`src/rtl/dma_controller_pkg.sv`:
```
// Shared definitions for the OAM DMA controller.
//   dma_state_e   : FSM state encoding (2 bits)
//   DMA_LEN_DEF   : default bytes per transfer
//   DST_BASE_DEF  : default OAM destination base address
//   REG_ADDR_DEF  : CPU address of the DMA source register
package dma_controller_pkg;

  typedef enum logic [1:0] {
    ST_IDLE  = 2'b00,
    ST_READ  = 2'b01,
    ST_WRITE = 2'b10
  } dma_state_e;

  localparam int          DMA_LEN_DEF  = 160;
  localparam logic [15:0] DST_BASE_DEF = 16'hFE00;
  localparam logic [15:0] REG_ADDR_DEF = 16'hFF46;

endpackage

```
`src/rtl/dma_controller.sv`:
```
// OAM DMA controller. A CPU write of the source page register starts (or
// restarts) a copy of DMA_LEN bytes from {src_hi, 8'h00} to DST_BASE,
// alternating one READ cycle and one WRITE cycle per byte.
//
// Build option: define DMA_CPU_STALL_EN to hold cpu_wait_n low for the
// whole transfer; otherwise cpu_wait_n is tied high.
//
// Ports
//   clock, reset          : system clock, async active-high reset
//   A, Di, Do             : CPU register bus (address, write data, read data)
//   cs, rd_n, wr_n        : register chip select and CPU strobes (active-low)
//   A_dma, Do_dma, Di_dma : DMA bus address, write data, read data
//   rd_dma_n, wr_dma_n    : DMA bus strobes (active-low)
//   dma_active            : DMA bus grant, high whenever the FSM is not idle
//   cpu_wait_n            : CPU stall request (active-low)
//
// state  | meaning
// -------+-----------------------------------------------
// IDLE   | no transfer, DMA strobes released
// READ   | rd_dma_n low at {src_hi, idx}; byte latched at end
// WRITE  | wr_dma_n low at DST_BASE + idx; idx advances at end
module dma_controller
  import dma_controller_pkg::*;
#(
  parameter int          DMA_LEN  = DMA_LEN_DEF,
  parameter logic [15:0] DST_BASE = DST_BASE_DEF,
  parameter logic [15:0] REG_ADDR = REG_ADDR_DEF
) (
  input  logic        clock,
  input  logic        reset,
  input  logic [15:0] A,
  input  logic [7:0]  Di,
  output logic [7:0]  Do,
  input  logic        cs,
  input  logic        rd_n,
  input  logic        wr_n,
  output logic [15:0] A_dma,
  output logic [7:0]  Do_dma,
  input  logic [7:0]  Di_dma,
  output logic        rd_dma_n,
  output logic        wr_dma_n,
  output logic        dma_active,
  output logic        cpu_wait_n
);

  localparam logic [7:0] LAST_IDX = 8'(DMA_LEN - 1);

  dma_state_e  state_q, state_d;
  logic [7:0]  idx_q, idx_d;
  logic [7:0]  src_q, src_d;
  logic [7:0]  latch_q, latch_d;
  logic [15:0] a_dma_q, a_dma_d;
  logic [7:0]  do_dma_q, do_dma_d;
  logic        rd_n_q, rd_n_d;
  logic        wr_n_q, wr_n_d;
  logic        active_q, active_d;

  logic reg_hit, reg_wr, reg_rd;

  always_comb begin
    reg_hit = cs && (A == REG_ADDR);
    reg_wr  = reg_hit && !wr_n;
    reg_rd  = reg_hit && !rd_n;
    Do      = reg_rd ? src_q : 8'hFF;
  end

  // Next state. A register write always wins, including on the final WRITE
  // cycle, so a late write is a clean restart rather than being dropped.
  always_comb begin
    state_d = state_q;
    idx_d   = idx_q;
    src_d   = src_q;
    latch_d = latch_q;
    if (reg_wr) begin
      src_d   = Di;
      idx_d   = 8'h00;
      state_d = ST_READ;
    end else begin
      case (state_q)
        ST_IDLE: state_d = ST_IDLE;
        ST_READ: begin
          latch_d = Di_dma;
          state_d = ST_WRITE;
        end
        ST_WRITE: begin
          if (idx_q < LAST_IDX) begin
            idx_d   = idx_q + 8'd1;
            state_d = ST_READ;
          end else begin
            idx_d   = 8'h00;
            state_d = ST_IDLE;
          end
        end
        default: state_d = ST_IDLE;
      endcase
    end
  end

  // Bus outputs are decoded from the next state so they are registered yet
  // line up with the cycle the state register is in.
  always_comb begin
    a_dma_d  = 16'h0000;
    do_dma_d = 8'h00;
    rd_n_d   = 1'b1;
    wr_n_d   = 1'b1;
    case (state_d)
      ST_READ: begin
        a_dma_d = {src_d, idx_d};
        rd_n_d  = 1'b0;
      end
      ST_WRITE: begin
        a_dma_d  = DST_BASE + {8'h00, idx_d};
        do_dma_d = latch_d;
        wr_n_d   = 1'b0;
      end
      default: ;
    endcase
    active_d = (state_d != ST_IDLE);
  end

  always_ff @(posedge clock or posedge reset) begin
    if (reset) begin
      state_q  <= ST_IDLE;
      idx_q    <= 8'h00;
      src_q    <= 8'h00;
      latch_q  <= 8'h00;
      a_dma_q  <= 16'h0000;
      do_dma_q <= 8'h00;
      rd_n_q   <= 1'b1;
      wr_n_q   <= 1'b1;
      active_q <= 1'b0;
    end else begin
      state_q  <= state_d;
      idx_q    <= idx_d;
      src_q    <= src_d;
      latch_q  <= latch_d;
      a_dma_q  <= a_dma_d;
      do_dma_q <= do_dma_d;
      rd_n_q   <= rd_n_d;
      wr_n_q   <= wr_n_d;
      active_q <= active_d;
    end
  end

  assign A_dma      = a_dma_q;
  assign Do_dma     = do_dma_q;
  assign rd_dma_n   = rd_n_q;
  assign wr_dma_n   = wr_n_q;
  assign dma_active = active_q;

`ifdef DMA_CPU_STALL_EN
  assign cpu_wait_n = ~active_q;
`else
  assign cpu_wait_n = 1'b1;
`endif

endmodule

```
`config.mk`:
```
export PLATFORM = sky130hd
export DESIGN_NAME = dma_controller
export DESIGN_NICKNAME = d
export VERILOG_FILES = /design/src/rtl/dma_controller_pkg.sv /design/src/rtl/dma_controller.sv
export SDC_FILE = /design/constraint.sdc
export NUM_CORES = 1
export LEC_CHECK = 0
export ABC_AREA = 1
export CAP_MARGIN = 0
export CORE_AREA = 2 2 83 85
export CTS_BUF_LIST = sky130_fd_sc_hd__clkbuf_8 sky130_fd_sc_hd__clkbuf_16
export CTS_CLUSTER_SIZE = 30
export DETAILED_ROUTE_END_ITERATION = 10
export DIE_AREA = 0 0 85 87
export PLACE_DENSITY = 0.77
export SYNTH_ARGS = -nofsm -noshare
export SYNTH_HDL_FRONTEND = slang
export SYNTH_SLANG_ARGS = --single-unit
export TNS_END_PERCENT = 50
```
`constraint.sdc`:
```
create_clock -name clock -period 5.8 [get_ports clock]
set_input_delay 0.58 -clock clock [delete_from_list [all_inputs] [get_ports clock]]
set_output_delay 0.58 -clock clock [all_outputs]
set_load 0.02 [all_outputs]
```
==> results.toml, run 1 <==
[outcome]
status = "complete, no violations"

[global_route]
antenna_found_initial = 0
grt_usage_pct = 15.88
grt.overflow.total = 0
grt_pass1_vias = 2050
grt_pass1_wl_mm = 9.356
grt_max_degree = 54

[detailed_routing]
drc = 0
wirelength_mm = 5.667
num_vias = 2130
via_per_inst = 4.651
wl_per_cell_um = 12.37
drtPass1Iterations = 4
ant_nets = 0
dr.first_iter.drc_count = 121

[logic_synthesis]
synth.cell_area_um2 = 2559
synth_compound_area_share_pct = 2.836
synthMuxAreaShare_pct = 0
synthArstFlopShare_pct = 100.0
synth_xor_area_share_pct = 0.6846
synth_fa_ha_area_share_pct = 2.445
synth_edf_count = 0
synth_flop_cell = "dfrtp_1"
ys_seq_area_share_pct = 51.93
ys_types = 30
synth_top_family_by_area = "simple AND/OR/NAND/NOR gates"
synth-simple-area-share_pct = 34.43
syn_nets = 345
ys_warn_count = 0
synthCells = 303
ys_ff_latch = 53
avgSynthCellArea_um2 = 8.445

[cts]
clockBufferDepth = 2
clock_tree.htree_level_count = 2
cts_buffers = 5
post_cts_resize_count = 0
cts_sinks = 53
cts_setup_buffers = 0
cts-root-buf = "clkbuf_8"
postCtsHoldBufs = 0
clk_pin_slew_worst_paths_ns = 0.09
clk_latency_ns = 0.31
cts_tree = "done"

[floorplanning]
core-area_um2 = 6569
die_x_um = 85
die_area_um2 = 7395
ioPinCount = 73
die_y_um = 87
start_util_pct = 38.95
rows = 30

[layout]
antennaDiodeCount = 0
layout-drive-gt1-share_pct = 7.672
layout.cells.most_common = "nand2_1"
fin_area_um2 = 3436
final_cell_mix = "nand2_1, clkdlybuf4s50_1, dfrtp_1, inv_1, nor2_1"
area_delta_synth_final_pct = 34.28
fin_util_pct = 52.30
nFillCells = 594
final_nets = 419

[job]
drv_cap = 0

[place]
pre_cts_ws_ns = 2.520
place.gp.congestion = 0.7710
place_area_um2 = 3342
portBuffers = 71
hpwlAfterDp_mm = 4.280

[worst_setup_path]
worst_ep_arrival_time_ns = 2.69
crit_slowest_cell = "clkdlybuf4s50_1"
crit_path_max_incr_delay_ns = 0.76
cp_common_cell = "clkdlybuf4s50_1"
startpoint_type = "primary input"
r2r_cells = 12
cp-end-kind = "output pin"
worstPathCellList = "clkdlybuf4s50_1, nand3_4, nor4_4, nand2_1, clkdlybuf4s50_1"
cp_max_fo = 10
critical_path_required_ns = 5.22
crit_type = "in -> out"

[timing]
fin_tns_setup_ns = 0
drv_slew = 0
fin_crit_sh_pct = 56.44
fmax_mhz = 305.5
worst_slack_ns = 2.527
rsz0062_at_grt = "false"
fin_crit_ns = 3.274
max_slew_margin_pct = 28.81
finClkSkew_ns = 0.01316
tightest_slew_ns = 1.066
hold_violations = 0
setup_viol = 0

[power_and_ir_drop]
power_density_nw_per_um2 = 206.1
total_power_mw = 0.7081
leakagePower_nw = 1.660
ir_worst_vdd_uv = 141.6

[worst_hold_path]
min_path_cells = 2
hold_class = "reg -> reg"
-- cells in the mapped netlist, types with 2 or more instances --
master / n / area [µm²]
nor3_1: 4 / 20.02
inv_2: 2 / 7.510
nand2_1: 102 / 382.9
o21ai_2: 2 / 17.52
nand3_2: 3 / 30.03
nand4_1: 18 / 112.6
nand3_1: 12 / 60.06
nor2_2: 2 / 12.51
nor2_1: 22 / 82.58
or2_1: 2 / 12.51
dfrtp_1: 51 / 1276
dfstp_2: 2 / 52.55
ha_1: 5 / 62.56
nor2_4: 4 / 45.04
inv_1: 42 / 157.7
and2_1: 5 / 31.28
nand3_4: 2 / 35.03
a21oi_1: 10 / 50.05
xor2_1: 2 / 17.52
-- critical path, delay by kind of cell --
kind | cells | cell delay [ns]
AND/OR/NAND/NOR | 3 | 0.79
buffers and inverters | 2 | 1.32
-- routing by layer --
metal  up-vias  track usage, %  part of all wire [%]
met4         0           4.618                   1.4
met1       981           19.84                    44
met2        49           27.77                    50
met5         -               0                     0
met3         8           3.412                   4.4
li1       1092               -                     -
-- final timing paths --
path                         endpoint  slack [ns]      from
max reg2reg                  A_dma[4]        3.26  idx_q[0]
max in group asynchronous    src_q[5]        4.28     reset
min                          src_q[6]        0.51  src_q[6]
min in group asynchronous  state_q[1]        0.86     reset
max                             Do[0]        2.53        cs
min reg2reg                  src_q[6]        0.51  src_q[6]
-- metrics by stage --
stage                     hold WS, ns  std cells
after floorplan                0.4606        303
after global placement         0.4783        450
after detailed placement       0.4858        450
after CTS                      0.5076        458
after global routing           0.5316        458
final                          0.5053        458
-- layout make-up --
cell class | instances | area (µm²) | share of cell area [%]
Sequential cell | 53 | 1329 | 38.67
Timing Repair Buffer | 71 | 710.7 | 20.68
Multi-Input combinational cell | 202 | 1037 | 30.19
Clock inverter | 2 | 11.26 | 0.3277
Tap cell | 80 | 100.1 | 2.913
Clock buffer | 6 | 82.58 | 2.403
Inverter | 44 | 165.2 | 4.807
-- logic make-up after synthesis --
kind of cell / Yosys count
other: 1
adder cells (fa/ha/maj): 5
AO/OA/AOI/OAI: 13
AND/OR/NAND/NOR: 181
buffers and inverters: 48
XOR/XNOR: 2
flip-flops: 53
-- flip-flops by register name, indices dropped and copies added, names as in the netlist, 2 cells and up --
register	flops
Do_dma	8
state_q	2
latch_q	8
A_dma	16
idx_q	8
src_q	8
-- power breakdown --
group          leakage, nW  internal, mW  switching, mW
sequential           0.607         0.386         0.0106
combinational         1.00        0.0483         0.0476
clock               0.0486        0.0955          0.121
Note: power is estimated with default switching activity, not from simulation.
==> run 2: changes to the inputs <==
--- a/config.mk
+++ b/config.mk
@@ -12,7 +12,7 @@
 export CTS_CLUSTER_SIZE = 30
 export DETAILED_ROUTE_END_ITERATION = 10
 export DIE_AREA = 0 0 85 87
-export PLACE_DENSITY = 0.77
+export PLACE_DENSITY = 0.8
 export SYNTH_ARGS = -nofsm -noshare
 export SYNTH_HDL_FRONTEND = slang
 export SYNTH_SLANG_ARGS = --single-unit
==> constraint.sdc (replaced) <==
create_clock -name clock -period 2.85 [get_ports clock]
set_input_delay 0.285 -clock clock [delete_from_list [all_inputs] [get_ports clock]]
set_output_delay 0.285 -clock clock [all_outputs]
set_load 0.02 [all_outputs]
==> run 2 against run 1 <==
Core utilization up 0.59 points. Clock skew grew 0.0022 ns. Setup slack lost 2.3 ns. Sequential share of layout area is 0.43 points lower. Count of clock-buffer cells in the layout down 1. Final cell count rose by 0.66%. Wire length grew 3.6%. Critical path type is now reg -> reg. Critical path depth increased by 7. Via count rose by 3.7%. Non-clock buffer count is 3 higher. Flip-flop and latch count did not move. First-iteration DRC count shrank 9.9%.
==> results.toml, run 2 (same netlist as run 1, synthesis figures left out) <==
[timing]
fin_crit_sh_pct = 90.63
fin_crit_ns = 2.583
setup_viol = 0
finClkSkew_ns = 0.01537
hold_ws_ns = 0.3383
hold_violations = 0
fin_tns_setup_ns = 0
worst_slack_ns = 0.2669
rsz0062_at_grt = "false"
drv_slew = 0
fmax_mhz = 387.1

[layout]
fin_area_um2 = 3475
nFillCells = 595
antennaDiodeCount = 0
layout-drive-gt1-share_pct = 8.661
layout.cells.most_common = "nand2_1"
final_nets = 422
largest_reg_flops = 16
final_cell_mix = "nand2_1, clkdlybuf4s50_1, dfrtp_1, inv_1, nor2_1"
fin_util_pct = 52.90
area_delta_synth_final_pct = 35.79

[worst_setup_path]
crit_slowest_cell = "dfrtp_1"
worst_ep_arrival_time_ns = 2.77
cp_num_cells = 12
crit_type = "reg -> reg"
critical_path_required_ns = 3.03
worstPathCellList = "ha_1, nand2_1, nor2_1, o21ai_2, nand2_1, nand2_1, inv_1, ha_1, nand2_1, nand2_1, inv_1, nor3_1"
cp_max_fo = 8
cp_common_cell = "nand2_1"
cpLargestDelayFamily = "simple AND/OR/NAND/NOR gates"
r2r_cells = 12
startpoint_type = "flip-flop"
cp_num_buf_inv = 2
cp-end-kind = "flip-flop"
crit_path_max_incr_delay_ns = 0.44

[cts]
post_cts_resize_count = 0
postCtsHoldBufs = 0
cts_sinks = 53
clk_latency_ns = 0.31
cts-root-buf = "clkbuf_8"
cts_tree = "done"
clk_pin_slew_worst_paths_ns = 0.11
cts_setup_buffers = 0
clock_tree.htree_level_count = 2
clockBufferDepth = 2
cts_buffers = 5

[floorplanning]
die_y_um = 87
die_area_um2 = 7395
start_util_pct = 38.95
die_x_um = 85
ioPinCount = 73
rows = 30
core-area_um2 = 6569

[detailed_routing]
drtPass1Iterations = 4
wirelength_mm = 5.869
via_per_inst = 4.792
drc = 0
ant_nets = 0
num_vias = 2209
dr.first_iter.drc_count = 109
wl_per_cell_um = 12.73

[worst_hold_path]
hold_class = "in -> async"

[place]
place.gp.congestion = 0.8366
portBuffers = 71
pre_cts_ws_ns = 0.03664
hpwlAfterDp_mm = 4.411
place_area_um2 = 3377

[global_route]
grt_pass1_vias = 2311
grt_usage_pct = 16.70
grt.overflow.total = 0
grt_pass1_wl_mm = 9.977
antenna_found_initial = 0
grt_max_degree = 54

[power_and_ir_drop]
power_density_nw_per_um2 = 421.5
ir_worst_vdd_uv = 270.3
leakagePower_nw = 1.681

[job]
drv_cap = 0

[outcome]
status = "complete, no violations"
-- run 2: layer usage --
| layer | vias to the layer above | track usage (%) | wire (µm) |
|---|---|---|---|
| li1 | 1096 | - | - |
| met1 | 1038 | 19.43 | 2515 |
| met2 | 61 | 29.55 | 3018 |
| met3 | 14 | 3.981 | 214 |
| met4 | 0 | 6.926 | 121 |
| met5 | - | 0 | 0 |
-- run 2: final timing paths --
path	slack, ns	end	startpoint
worst min-delay path	0.34	idx_q[0]	reset
max in group asynchronous	2.23	wr_dma_n	reset
worst min register to register	0.52	src_q[6]	src_q[6]
min in group clock	0.52	src_q[6]	src_q[6]
worst max-delay path	0.27	A_dma[4]	idx_q[0]
worst max register to register	0.27	A_dma[4]	idx_q[0]
-- run 2: final cells by class --
cell class | instances | area, µm² | area share [%]
Tap cell | 80 | 100.1 | 2.881
Timing Repair Buffer | 74 | 745.7 | 21.46
Clock buffer | 5 | 68.82 | 1.981
Multi-Input combinational cell | 202 | 1037 | 29.85
Clock inverter | 3 | 28.78 | 0.8282
Inverter | 44 | 165.2 | 4.753
Sequential cell | 53 | 1329 | 38.24
-- run 2: power breakdown --
| part | total, mW | leakage [nW] | internal, mW | switching [mW] |
|---|---|---|---|---|
| Clock | 0.455 | 0.0506 | 0.184 | 0.271 |
| Combinational | 0.201 | 1.02 | 0.103 | 0.0985 |
| Sequential | 0.808 | 0.607 | 0.785 | 0.0232 |
-- run 2: metrics by stage --
step,power (mW),std cells
after floorplan,0.9152,303
final,1.464,461
after global routing,1.536,461
after detailed placement,1.026,453
after CTS,1.483,461
after global placement,1.020,453
-- run 2: tightest hold or removal path, delay by kind of cell --
family	cells	cell delay, ns
buffers and inverters	3	0.75
==> run 3: changes to the inputs <==
--- a/config.mk
+++ b/config.mk
@@ -7,11 +7,11 @@
 export LEC_CHECK = 0
 export ABC_AREA = 1
 export CAP_MARGIN = 0
-export CORE_AREA = 2 2 83 85
+export CORE_AREA = 3 3 84 86
 export CTS_BUF_LIST = sky130_fd_sc_hd__clkbuf_8 sky130_fd_sc_hd__clkbuf_16
 export CTS_CLUSTER_SIZE = 30
 export DETAILED_ROUTE_END_ITERATION = 10
-export DIE_AREA = 0 0 85 87
+export DIE_AREA = 0 0 87 89
 export PLACE_DENSITY = 0.8
 export SYNTH_ARGS = -nofsm -noshare
 export SYNTH_HDL_FRONTEND = slang
==> run 3 against run 2 <==
First-iteration DRC count down 23%. Final cell count down 0.43%. Critical path depth up 1. Wire length down 1.2%.
==> results.toml, run 3 (same netlist as run 1, synthesis figures left out) <==
[outcome]
status = "complete, no violations"

[layout]
fin_util_pct = 54.88
largest_reg_flops = 16
antennaDiodeCount = 0
layout-drive-gt1-share_pct = 8.639
area_delta_synth_final_pct = 36.19
final_nets = 423
layout.cells.most_common = "nand2_1"
final_cell_mix = "nand2_1, clkdlybuf4s50_1, dfrtp_1, inv_1, nor2_1"

[cts]
cts-root-buf = "clkbuf_8"
clockBufferDepth = 2
cts_tree = "done"
cts_sinks = 53
clock_tree.htree_level_count = 2
clk_pin_slew_worst_paths_ns = 0.09
cts_buffers = 5
post_cts_resize_count = 0
clk_latency_ns = 0.30
cts_setup_buffers = 0
postCtsHoldBufs = 0

[worst_setup_path]
crit_type = "in -> reg"
critical_path_required_ns = 3.02
r2r_cells = 12
crit_start = "A[9]"
r2r_slack_ns = 0.34
r2r-end = "A_dma[6]"
worst_ep_arrival_time_ns = 2.71
cp_max_fo = 8
cp-end-kind = "flip-flop"
r2r_start = "idx_q[0]"
crit_end = "A_dma[6]"
startpoint_type = "primary input"

[global_route]
grt_usage_pct = 16.29
grt_pass1_vias = 2212
antenna_found_initial = 0
grt_max_degree = 29
grt.overflow.total = 0
grt_pass1_wl_mm = 9.991

[timing]
fin_crit_ns = 2.535
setup_viol = 0
rsz0062_at_grt = "false"
fmax_mhz = 394.5
hold_violations = 0
worst_slack_ns = 0.3153
fin_tns_setup_ns = 0
tightest_slew_ns = 0.4905
fin_crit_sh_pct = 88.94
max_slew_margin_pct = 67.06
drv_slew = 0
finClkSkew_ns = 0.006957

[floorplanning]
die_x_um = 87
ioPinCount = 73
die_area_um2 = 7743
start_util_pct = 40.30
rows = 29
core-area_um2 = 6350
die_y_um = 89

[power_and_ir_drop]
p_sw_share_pct = 23.34
seq_power_share_pct = 52.9
clockPowerShare_pct = 33.9
leakagePower_nw = 1.694
power_density_nw_per_um2 = 437.7
power.switching_mw = 0.3559
internal_power_mw = 1.169
comb_power_share_pct = 13.2
ir_worst_vdd_uv = 279.6

[detailed_routing]
via_per_inst = 4.773
wl_met2_mm = 2.906
wl_per_cell_um = 12.63
num_vias = 2191
wl_met1_mm = 2.463
drtPass1Iterations = 5
ant_nets = 0
wl_met3_um = 300
drc = 0
dr.first_iter.drc_count = 84
routed.top_layer = "met4"
wirelength_mm = 5.797

[place]
hpwlAfterDp_mm = 4.610
place.gp.congestion = 0.8696
portBuffers = 71
pre_cts_ws_ns = 0.01674

[job]
drv_cap = 0

[worst_hold_path]
hold_class = "in -> async"
==> run 3: cell type report <==
cell class | instances | area (µm²)
fill | 568 | 2865
sequential | 53 | 1329
multi-input combinational | 202 | 1037
timing repair buffer | 75 | 740.7
inverter | 44 | 165.2
tap | 77 | 96.34
clock buffer | 6 | 82.58
clock inverter | 2 | 33.78
==> run 3: how the worst min path moves through the flow <==
stage / to / slack (ns) / cells past startpoint
2_1_floorplan: src_q[2] / 0.46 / 2
3_3_place_gp: src_q[7] / 0.47 / 2
3_5_place_dp: src_q[3] / 0.47 / 2
4_1_cts: src_q[3] / 0.13 / 2
5_1_grt: src_q[3] / 0.13 / 2
6_report: src_q[3] / 0.14 / 2
==> run 3: metrics by stage <==
stage,hold slack [ns],cells,power [mW],instance area (µm²)
6_report,0.1393,459,1.525,3485
5_1_grt,0.1317,459,1.595,3485
4_1_cts,0.1325,459,1.538,3485
3_5_place_dp,0.4654,451,1.024,3368
3_3_place_gp,0.4692,451,1.019,3368
2_1_floorplan,0.4606,303,0.9152,2559
==> run 3: power groups by stage <==
stage	logic [mW]	registers (mW)	clock network [mW]
detailed placement	0.203	0.821	0
global route	0.221	0.812	0.562
global placement	0.197	0.821	0
finish	0.201	0.807	0.517
floorplan	0.0753	0.840	0
CTS	0.203	0.807	0.528
==> run 3: routing by layer <==
metal	global-route usage [%]	vias to the layer above
li1	-	1103
met1	19.51	1014
met2	28.85	62
met3	3.871	12
met4	5.382	0
met5	0	-
==> run 3: critical path: stages <==
cell and delay [ns]:
clkdlybuf4s50_1 0.48, nand2_1 0.06, nor2_1 0.13, nand2_2 0.13, nor2_2 0.19, nand3_2 0.18, nand2_1 0.17, inv_1 0.08
ha_1 0.33, nand2_1 0.19, nand2_1 0.12, inv_1 0.25, nor3_1 0.11
==> RTL edit, RTL diff (settings of run 1) <==
Add a define of `DMA_CPU_STALL_EN`.
--- a/src/rtl/dma_controller.sv
+++ b/src/rtl/dma_controller.sv
@@ -19,6 +19,8 @@
 // IDLE   | no transfer, DMA strobes released
 // READ   | rd_dma_n low at {src_hi, idx}; byte latched at end
 // WRITE  | wr_dma_n low at DST_BASE + idx; idx advances at end
+`define DMA_CPU_STALL_EN
+
 module dma_controller
   import dma_controller_pkg::*;
 #(
Formal check against the unedited RTL: not equivalent (Yosys sat finds a counterexample within 4 cycles, from zero or initial values and one cycle with reset high).
==> RTL edit against run 1 <==
Design area increased by 0.18%. Combinational power fell by 4.9%. Power shrank 3.2%. Worst setup slack improved by 0.017 ns. Sequential share of layout area down 0.070 points. Routed wire length is 5.4% lower. Global-route usage fell by 0.45 points. Count of clock-buffer cells in the layout shrank 1. Area after synthesis barely moved. Sequential cell count stayed put. Highest routed layer unchanged.
==> RTL edit: results (changes against run 1) <==
Outcome
  • Outcome: finished clean (unchanged)

Timing
  • Setup Skew: 0.00972 ns (was 0.0132 ns)
  • TNS Setup: 0 ns (unchanged)
  • Relative slew slack: 0.292 (was 0.288)

Finish
  • # fillers: 602 (was 594)
  • Number of flip-flops in the largest register: 16 (unchanged)
  • Final Net Count: 413 (was 419)
  • N_diodes: 0 (unchanged)
  • Fraction of layout cells with a size suffix above 1: 0.0968 (was 0.0767)

Global routing
  • Antenna violations before repair: 0 (unchanged)
  • Gr usage total: 0.154 (was 0.159)
  • Vias in the first global route: 2024 (was 2050)
  • Largest net degree at the start of global routing: 54 (unchanged)
  • First-pass GRT wire length: 8960 um (was 9360 um)

Synthesis
  • Synth top area cells: dfrtp_1, nand2_1, inv_1 (unchanged)
  • Syn. warnings: 0 (unchanged)
  • Syn Nets: 337 (was 345)
  • Top cells by count, synth: nand2_1, dfrtp_1, inv_1, nor2_1, nand4_1 (unchanged)
  • Main flop type after synthesis: dfrtp_1 (unchanged)
  • Asr flop ratio synth: 1.00 (unchanged)
  • Sequential fraction of the synthesis area: 0.520 (was 0.519)
  • Synth unique cells: 29 (was 30)

Power
  • Sw Pwr: 172 uW (was 179 uW)
  • Static Leak: 1.74 nW (was 1.66 nW)
  • Switch share: 0.251 (was 0.252)
  • P_seq: 397 uW (was 396 uW)
  • Peak VDD IR: 0.0906 mV (was 0.142 mV)
  • Clock distribution power: 197 uW (was 216 uW)

Worst hold path
  • Hold crit path type: register to register (unchanged)
  • Beginning of the worst hold path: src_q[1]$_DFF_PP0_ (was src_q[6]$_DFF_PP0_)

Critical path
  • CP Max Fanout: 10 (unchanged)
  • Delay-heaviest family, CP: buffers and inverters (unchanged)
  • Worst Path Arrival: 2.68 ns (was 2.69 ns)
  • Reg-to-reg critical path startpoint: idx_q[0]$_DFF_PP0_ (unchanged)
  • Crit-path max cell delay: 0.74 ns (was 0.76 ns)
  • Critical-path top delay cell: clkdlybuf4s50_1 (unchanged)
  • Crit. Startpoint: cs (unchanged)

Place
  • Routability cong.: 0.854 (was 0.771)
  • Area after DPL: 3360 sq um (was 3340 sq um)
  • IO Port Bufs: 72 (was 71)
  • Setup Slack @ Placement: 2.53 ns (was 2.52 ns)
  • Hpwl dp: 4140 um (was 4280 um)

Clock tree
  • Post-CTS Resized: 0 (unchanged)
  • CTS Buf Count: 5 (unchanged)
  • Clock root buffer: clkbuf_8 (unchanged)
  • H-tree depth: 2 (unchanged)
  • Postcts setup bufs: 0 (unchanged)
  • Clk_lat worst skew: 0.30 ns
  • Clock Pin Slew Worst Setup and Hold Paths: approximately 0.08 ns
  • Clock tree buffer depth: 2 (unchanged)

Routing
  • Vias: 2136 (was 2130)
  • Initial DRT Pass Iterations: 4 (unchanged)
  • Initial DRC Count: 79 (was 121)
  • Final wirelength: 5360 um (was 5670 um)
==> RTL edit: worst paths after layout <==
kind,end,slack (ns),cells after the start
max in group asynchronous,A_dma[13]$_DFF_PP0_,4.30,2
setup reg to reg,A_dma[4]$_DFF_PP0_,3.39,12
hold / removal,src_q[1]$_DFF_PP0_,0.52,2
setup / recovery,Do[2],2.54,5
min in group asynchronous,A_dma[0]$_DFF_PP0_,0.84,2
hold reg to reg,src_q[1]$_DFF_PP0_,0.52,2
==> RTL edit: area by class of cell <==
cell class / count / area, sq um / share of cell area
Clock inverter: 3 / 15.0 / 0.00436
Timing Repair Buffer: 72 / 721 / 0.209
Tap cell: 80 / 100 / 0.0291
Inverter: 46 / 173 / 0.0502
Clock buffer: 5 / 68.8 / 0.0200
Multi-Input combinational cell: 193 / 1040 / 0.301
Sequential cell: 53 / 1330 / 0.386
==> RTL edit: per-layer routing <==
metal	vias up	global-route usage	routed length (um)
li1	1074	-	-
met1	997	0.179	2230
met2	55	0.277	2770
met3	10	0.0351	221
met4	0	0.0592	135
met5	-	0	0
==> RTL edit: metrics by stage <==
stage	instances	hold slack [ns]
5_1_grt	452	0.565
4_1_cts	452	0.518
2_1_floorplan	295	0.461
3_5_place_dp	444	0.496
3_3_place_gp	444	0.476
6_report	452	0.522
==> RTL edit: cell families (layout without fill, tap and decap cells) <==
logic type	Yosys count	in the layout	share of synthesized area
compound gates	13	13	0.0313
xor+xnor	3	3	0.0103
fa+ha+maj	5	5	0.0245
flops	53	53	0.520
buf+inv	49	126	0.0753
simple gates	172	172	0.339
